`config.mk`:
```
export PLATFORM = sky130hd
export DESIGN_NAME = handshake_sender
export DESIGN_NICKNAME = d
export VERILOG_FILES = /design/src/rtl/handshake_sender.sv
export SDC_FILE = /design/constraint.sdc
export NUM_CORES = 1
export LEC_CHECK = 0
export CAP_MARGIN = 40
export CORE_ASPECT_RATIO = 1.75
export CORE_MARGIN = 5
export CORE_UTILIZATION = 35
export CTS_CLUSTER_SIZE = 8
export DETAILED_ROUTE_END_ITERATION = 16
export HOLD_SLACK_MARGIN = 0.15
export SLEW_MARGIN = 25
export SYNTH_ARGS = -nofsm -noshare
export SYNTH_HDL_FRONTEND = slang
export SYNTH_SLANG_ARGS = --single-unit
```
`constraint.sdc`:
```
create_clock -name clk -period 2.2 [get_ports clk]
set_clock_uncertainty 0.15 [all_clocks]
set_input_delay 0.22 -clock clk [delete_from_list [all_inputs] [get_ports clk]]
set_output_delay 0.22 -clock clk [all_outputs]
set_load 0.005 [all_outputs]
```
`src/rtl/handshake_sender.sv`:
```
// Sending end of a four-phase req/ack handshake: takes a word over valid/ready,
// holds it on tx_data while req is high and completes req/ack through a synchronised ack.
module handshake_sender #(
    parameter int DATA_WIDTH     = 8,
    parameter int SYNC_STAGES    = 2,
    parameter int TIMEOUT_CYCLES = 0
) (
    input  logic                  clk,
    input  logic                  rst,
    input  logic                  send_valid,
    input  logic [DATA_WIDTH-1:0] send_data,
    output logic                  send_ready,
    output logic                  req,
    output logic [DATA_WIDTH-1:0] tx_data,
    input  logic                  ack_async,
    output logic                  done,
    output logic                  timeout,
    output logic [15:0]           xfer_count
);

    localparam int TW = (TIMEOUT_CYCLES > 0) ? $clog2(TIMEOUT_CYCLES + 1) : 1;

    typedef enum logic [1:0] {
        S_IDLE,
        S_WAIT_ACK_HI,
        S_WAIT_ACK_LO,
        S_ABORT
    } state_t;

    state_t                  r_state;
    state_t                  w_state_next;
    logic [SYNC_STAGES-1:0]  r_ack_sync;
    logic                    w_ack_sync;
    logic                    r_req;
    logic                    w_req_next;
    logic [DATA_WIDTH-1:0]   r_tx_data;
    logic                    r_done;
    logic                    w_done_next;
    logic                    w_timeout;
    logic                    w_accept;
    logic                    w_send_ready;
    logic                    w_expired;
    logic [15:0]             r_xfer_count;
    logic [TW-1:0]           r_tcnt;

    // ack_async crosses into clk here; nothing else looks at the raw input
    for (genvar gi = 0; gi < SYNC_STAGES; gi++) begin : g_sync
        always_ff @(posedge clk) begin
            if (rst) begin
                r_ack_sync[gi] <= 1'b0;
            end else if (gi == 0) begin
                r_ack_sync[gi] <= ack_async;
            end else begin
                r_ack_sync[gi] <= r_ack_sync[(gi == 0) ? 0 : gi - 1];
            end
        end
    end

    assign w_ack_sync = r_ack_sync[SYNC_STAGES-1];
    assign w_expired  = (TIMEOUT_CYCLES > 0) && (r_tcnt == TW'(TIMEOUT_CYCLES));

    always_comb begin
        w_state_next = r_state;
        w_req_next   = r_req;
        w_done_next  = 1'b0;
        w_timeout    = 1'b0;
        w_accept     = 1'b0;
        w_send_ready = 1'b0;
        case (r_state)
            S_IDLE: begin
                // a lingering ack from a previous exchange must drain before a new accept
                w_send_ready = ~w_ack_sync;
                if (send_valid && !w_ack_sync) begin
                    w_accept     = 1'b1;
                    w_req_next   = 1'b1;
                    w_state_next = S_WAIT_ACK_HI;
                end
            end
            S_WAIT_ACK_HI: begin
                if (w_ack_sync) begin
                    w_req_next   = 1'b0;
                    w_state_next = S_WAIT_ACK_LO;
                end else if (w_expired) begin
                    w_timeout    = 1'b1;
                    w_req_next   = 1'b0;
                    w_state_next = S_ABORT;
                end
            end
            S_WAIT_ACK_LO: begin
                if (!w_ack_sync) begin
                    w_done_next  = 1'b1;
                    w_state_next = S_IDLE;
                end else if (w_expired) begin
                    w_timeout    = 1'b1;
                    w_req_next   = 1'b0;
                    w_state_next = S_ABORT;
                end
            end
            S_ABORT: begin
                w_req_next = 1'b0;
                if (!w_ack_sync) begin
                    w_state_next = S_IDLE;
                end
            end
            default: begin
                w_req_next   = 1'b0;
                w_state_next = S_IDLE;
            end
        endcase
    end

    always_ff @(posedge clk) begin
        if (rst) begin
            r_state      <= S_IDLE;
            r_req        <= 1'b0;
            r_tx_data    <= '0;
            r_done       <= 1'b0;
            r_xfer_count <= '0;
            r_tcnt       <= '0;
        end else begin
            r_state <= w_state_next;
            r_req   <= w_req_next;
            r_done  <= w_done_next;
            if (w_accept) begin
                r_tx_data <= send_data;
            end
            if (w_done_next) begin
                r_xfer_count <= r_xfer_count + 16'd1;
            end
            // wait-state age: zero on the first cycle of each wait state
            if (w_state_next != r_state) begin
                r_tcnt <= '0;
            end else if (r_state == S_WAIT_ACK_HI || r_state == S_WAIT_ACK_LO) begin
                r_tcnt <= r_tcnt + 1'b1;
            end
        end
    end

    assign send_ready = w_send_ready;
    assign req        = r_req;
    assign tx_data    = r_tx_data;
    assign done       = r_done;
    assign timeout    = w_timeout;
    assign xfer_count = r_xfer_count;

endmodule

```
# Word-level counts from Yosys, hierarchy flattened
# Cells that the tools add are included.
[totals]
ff_bits = 30
latch_bits = 0
mem_bits_rw = 0
mem_bits_ro = 0
elab_cells = 34
n_memories = 0
[classes]
n_addsub = 1
multipliers = 0
n_div = 0
order_cmp = 0
n_eq_ne = 6
n_shift = 0
n_mux = 12
bitwise = 2
reduce_logical = 6
[op_table]
columns = ["cell", "count"]
rows = [
  ["$add A16 B1 Y16 const B", 1],
  ["$mux W1", 7],
  ["$mux W2", 3],
  ["$ne A2 B2 Y1 const B", 3],
  ["$pmux W2 S3", 1],
  ["$reduce_and A3 Y1", 2],
  ["$eq A2 B2 Y1 const B", 2],
  ["$pmux W1 S3", 1],
  ["$eq A2 B1 Y1 const B", 1],
  ["$logic_not A2 Y1", 1],
  ["$not A1 Y1", 2],
  ["$reduce_or A2 Y1", 1],
  ["$logic_and A1 B1 Y1", 1],
  ["$logic_not A1 Y1", 1],
]

# Depth between registers and ports, before layout
[depth]
ltp_word = 4
ltp_mapped = 6

# Least setup slack after synthesis
# Ideal clock, no wire load.
[synth_timing]
path_type = "register to register"
start = "register r_xfer_count[3], in the netlist xfer_count[3]"
end = "register r_xfer_count[14], in the netlist xfer_count[14]"
setup_ps = 123
arrival_ps = 1516
required_time_ps = 1927
slack_ps = 410
stages_incl_launch_ff = 5
path_buffers = 0
synth_period_minus_slack_ps = 1790
path_cell_list = "dfxtp_1 -> nand4_4 -> or3_1 -> nor3_1 -> mux2_1"
[synth_via]
elab_chain_cells = 1
[synth_lines]
columns = ["element", "line_no", "source"]
rows = [
  ["start: declaration", "43", "logic [15:0] r_xfer_count;"],
  ["start signal: assignment", "128", "r_xfer_count <= r_xfer_count + 16'd1;"],
  ["$add A16 B1 Y16", "128", ""],
]
# No other way between the ends.
# A chain may end at the register's enable or synchronous reset.

# Final worst setup path
[layout_timing]
start = "register r_state[1]"
end = "register r_xfer_count[15], in the netlist xfer_count[15]"
[layout_via]
elab_chain_cells = 2
[layout_lines]
columns = ["element", "line_no", "source"]
rows = [
  ["start: declaration", "30", "state_t r_state;"],
  ["start signal: assignment", "121", "r_state <= w_state_next;"],
  ["$eq A2 B2 Y1", "69", "case (r_state)"],
  ["$mux W1", "69", ""],
]
# No other way between the ends.

==> flow_metrics.env <==
export IMPL_routed_wirelength_normalized_by_instance_count_um=13.3
export IMPL_detail_route_first_pass_iterations=4
export IMPL_timing_setup_tns_ns=0
export IMPL_postSynthNetCount=160
export IMPL_clock_tree_htree_level_count=2
export IMPL_placement_rows=29
export IMPL_layout_cells_most_common_list="38 x sky130_fd_sc_hd__clkdlybuf4s50_1, 30 x sky130_fd_sc_hd__dfxtp_1, 22 x sky130_fd_sc_hd__nand2_1, 17 x sky130_fd_sc_hd__nor2_1, 13 x sky130_fd_sc_hd__a21oi_1"
export IMPL_m1WireLength_um=1090
export IMPL_worstPathMaxFanout=10
export IMPL_grt_remaining_overflow=0
export IMPL_final_setup_viol_count=0
export IMPL_cts_tree="done"
export IMPL_crit_arrival_ns=1.96
export IMPL_syn_inst=147
export IMPL_crit_required_ns=2.21
export IMPL_nets=201
export IMPL_detail_route_iter0_violations=8
export IMPL_max_clock_freq_mhz=514
export IMPL_area_sequential_um2=601
export IMPL_layout_cells_non_filler=235
export IMPL_layout_commonest_cell="sky130_fd_sc_hd__clkdlybuf4s50_1"
export IMPL_clkTransAtPathRegs_ns=0.06
export IMPL_post_cts_resized=0
export IMPL_period_share_pct=88.4
export IMPL_timing_critical_path_from_type="register"
export IMPL_top_signal_layer_used="met4"
export IMPL_multi_input_comb_area_um2=639
export IMPL_place_detailed_hpwl_um=2440
export IMPL_post_synth_instance_area_mm2=0.00130
export IMPL_layout_drive_gt1_share_pct=9.52
export IMPL_insertion_delay_ns=0.28
export IMPL_crit_path_capture_type="register"
export IMPL_route_antenna_remaining_nets=0
export IMPL_global_router_s_overall_resource_usage_pct=13.0
export IMPL_clock_sinks=30
export IMPL_worstHoldPathCells=1
export IMPL_dieArea_mm2=0.00509
export IMPL_timing_hold_ws_ns=0.291
export IMPL_maxSlewViolCount=0
export IMPL_ys_types=33
export IMPL_met3RoutedLength_um=250
export IMPL_die_height_um=90.7
export IMPL_peakVddDrop_mv=0.552
export IMPL_routabilityCongestion=0.720
export IMPL_route_detailed_drc=0
export IMPL_rr_worst_depth=4
export IMPL_met2RoutedLength_um=1720
export IMPL_path_class="reg2reg"
export IMPL_boundaryPins=40
export IMPL_grt_antenna_before_repair=0
export IMPL_filler_cell_count=368
export IMPL_maxCapViolCount=0
export IMPL_num_vias=1132
export IMPL_postSynthAreaPerCell_um2=8.85
export IMPL_rsz0062_at_grt="no"
export IMPL_detail_route_wirelength_um=3130
export IMPL_power_density_mw_per_mm2=615
export IMPL_hold_violations=0
export IMPL_fin_total_pwr_w=0.00111
export IMPL_grt_pass1_wl_um=5200
export IMPL_synthesis_yosys_warnings=0
export IMPL_cts_root_buffer_cell="sky130_fd_sc_hd__clkbuf_8"
export IMPL_postSynthRegisterBits=30
export IMPL_core_footprint_mm2=0.00363
export IMPL_largest_net_degree_at_the_start_of_global_routing=18
export IMPL_cts_buffer_depth=2
export IMPL_dp_cells=227
export IMPL_initial_core_utilization_pct=35.9
export IMPL_port_buffer_count=38
export IMPL_die_w_um=56.1
export IMPL_antenna_diode_count=0
export IMPL_status="completed"
export IMPL_route_detailed_vias_per_inst=4.82
export IMPL_power_leakage_nw=0.664
export IMPL_cts_inserted_buffers=5
export IMPL_areaGrowthSynthToFinish_pct=39.1
export IMPL_grt_pass1_vias=1123
export IMPL_cts_repair_timing_setup_buffer_count=0
export IMPL_hold_path_class="reg2reg"
export IMPL_final_min_clock_period_ns=1.95
export IMPL_synth_seq_area_share_pct=46.2
export IMPL_ctsHoldBuffers=0
-- per-stage QoR --
stage / instance area (um^2) / setup slack (ns) / util, %
after global placement: 1720 / 0.331 / 47.4
after global routing: 1810 / 0.174 / 49.9
after detailed placement: 1720 / 0.291 / 47.4
final: 1810 / 0.254 / 49.9
after floorplan: 1300 / 0.410 / -
after CTS: 1810 / 0.238 / 49.9
-- per-layer routing --
metal,global-route usage [%],vias to the layer above
li1,-,571
met1,10.9,519
met2,24.6,36
met3,5.58,6
met4,6.53,0
met5,0,-
-- report_power, final --
group / internal, W / switching (W)
Sequential: 0.000558 / 0.0000108
Clock: 0.000252 / 0.000196
Combinational: 0.0000576 / 0.0000395
-- Yosys cell counts --
library cell               instances  area share (%)
sky130_fd_sc_hd__a21oi_1          13             5.0
sky130_fd_sc_hd__and3_1            2            0.96
sky130_fd_sc_hd__and4_1            1            0.67
sky130_fd_sc_hd__and4bb_2          1            0.96
sky130_fd_sc_hd__buf_1             2            0.58
sky130_fd_sc_hd__buf_2             1            0.38
sky130_fd_sc_hd__buf_4             2             1.2
sky130_fd_sc_hd__buf_6             2             1.7
sky130_fd_sc_hd__clkbuf_1          2            0.58
sky130_fd_sc_hd__conb_1            1            0.29
sky130_fd_sc_hd__dfxtp_1          30              46
sky130_fd_sc_hd__ha_1              1            0.96
sky130_fd_sc_hd__inv_1             1            0.29
sky130_fd_sc_hd__mux2_1            3             2.6
sky130_fd_sc_hd__nand2_1          22             6.3
sky130_fd_sc_hd__nand2b_1          1            0.48
sky130_fd_sc_hd__nand3_1           5             1.9
sky130_fd_sc_hd__nand4_1           3             1.4
sky130_fd_sc_hd__nand4_4           1             1.6
sky130_fd_sc_hd__nor2_1           17             4.9
sky130_fd_sc_hd__nor2_2            1            0.48
sky130_fd_sc_hd__nor2b_1           5             2.4
sky130_fd_sc_hd__nor3_1            6             2.3
sky130_fd_sc_hd__nor3b_1           2             1.2
sky130_fd_sc_hd__nor4_2            1            0.96
sky130_fd_sc_hd__nor4_4            1             1.6
sky130_fd_sc_hd__o21ai_1           2            0.77
sky130_fd_sc_hd__o21bai_1          1            0.58
sky130_fd_sc_hd__or3_1             4             1.9
sky130_fd_sc_hd__or3b_1            1            0.67
sky130_fd_sc_hd__or3b_2            1            0.67
sky130_fd_sc_hd__xnor2_1           8             5.4
sky130_fd_sc_hd__xor2_1            3             2.0
-- cells by family (layout without fill, tap and decap cells) --
family,Yosys count,in the layout,share of synthesized area [%]
AO/OA/AOI/OAI,16,16,6.35
buffers and inverters,10,52,4.71
flip-flops,30,30,46.2
XOR/XNOR,11,11,7.40
multiplexers,3,3,2.60
other,1,1,0.288
AND/OR/NAND/NOR,75,75,31.5
adder cells (fa/ha/maj),1,1,0.961
-- sequential cells by signal, summed over array words and instances (netlist names) --
signal and count:
xfer_count 16, tx_data 8, r_state 2, done 1
r_ack_sync 1, req 1, w_ack_sync 1
-- worst max-delay path, cell delays in order, from the launching register on --
cell                      delay (ns)
sky130_fd_sc_hd__dfxtp_1        0.49
sky130_fd_sc_hd__or3b_1         0.54
sky130_fd_sc_hd__nor2_2         0.21
sky130_fd_sc_hd__nand3_1        0.11
sky130_fd_sc_hd__mux2_1         0.33
-- cell type report --
| class | instances | area share (%) |
|---|---|---|
| clock buffers | 7 | 4.77 |
| clock inverters | 1 | 0.276 |
| inverters | 1 | 0.207 |
| multi-input cells | 107 | 35.3 |
| flip-flops and latches | 30 | 33.2 |
| well taps | 46 | 3.18 |
| repair buffers | 43 | 23.1 |
-- path summary, 6_finish.rpt --
path                      start  slack (ns)        endpoint
setup / recovery     r_state[1]        0.25  xfer_count[15]
hold reg to reg   r_ack_sync[0]        0.29      w_ack_sync
hold / removal    r_ack_sync[0]        0.29      w_ack_sync
setup reg to reg     r_state[1]        0.25  xfer_count[15]
No activity file was read; power rests on OpenSTA's default activity.
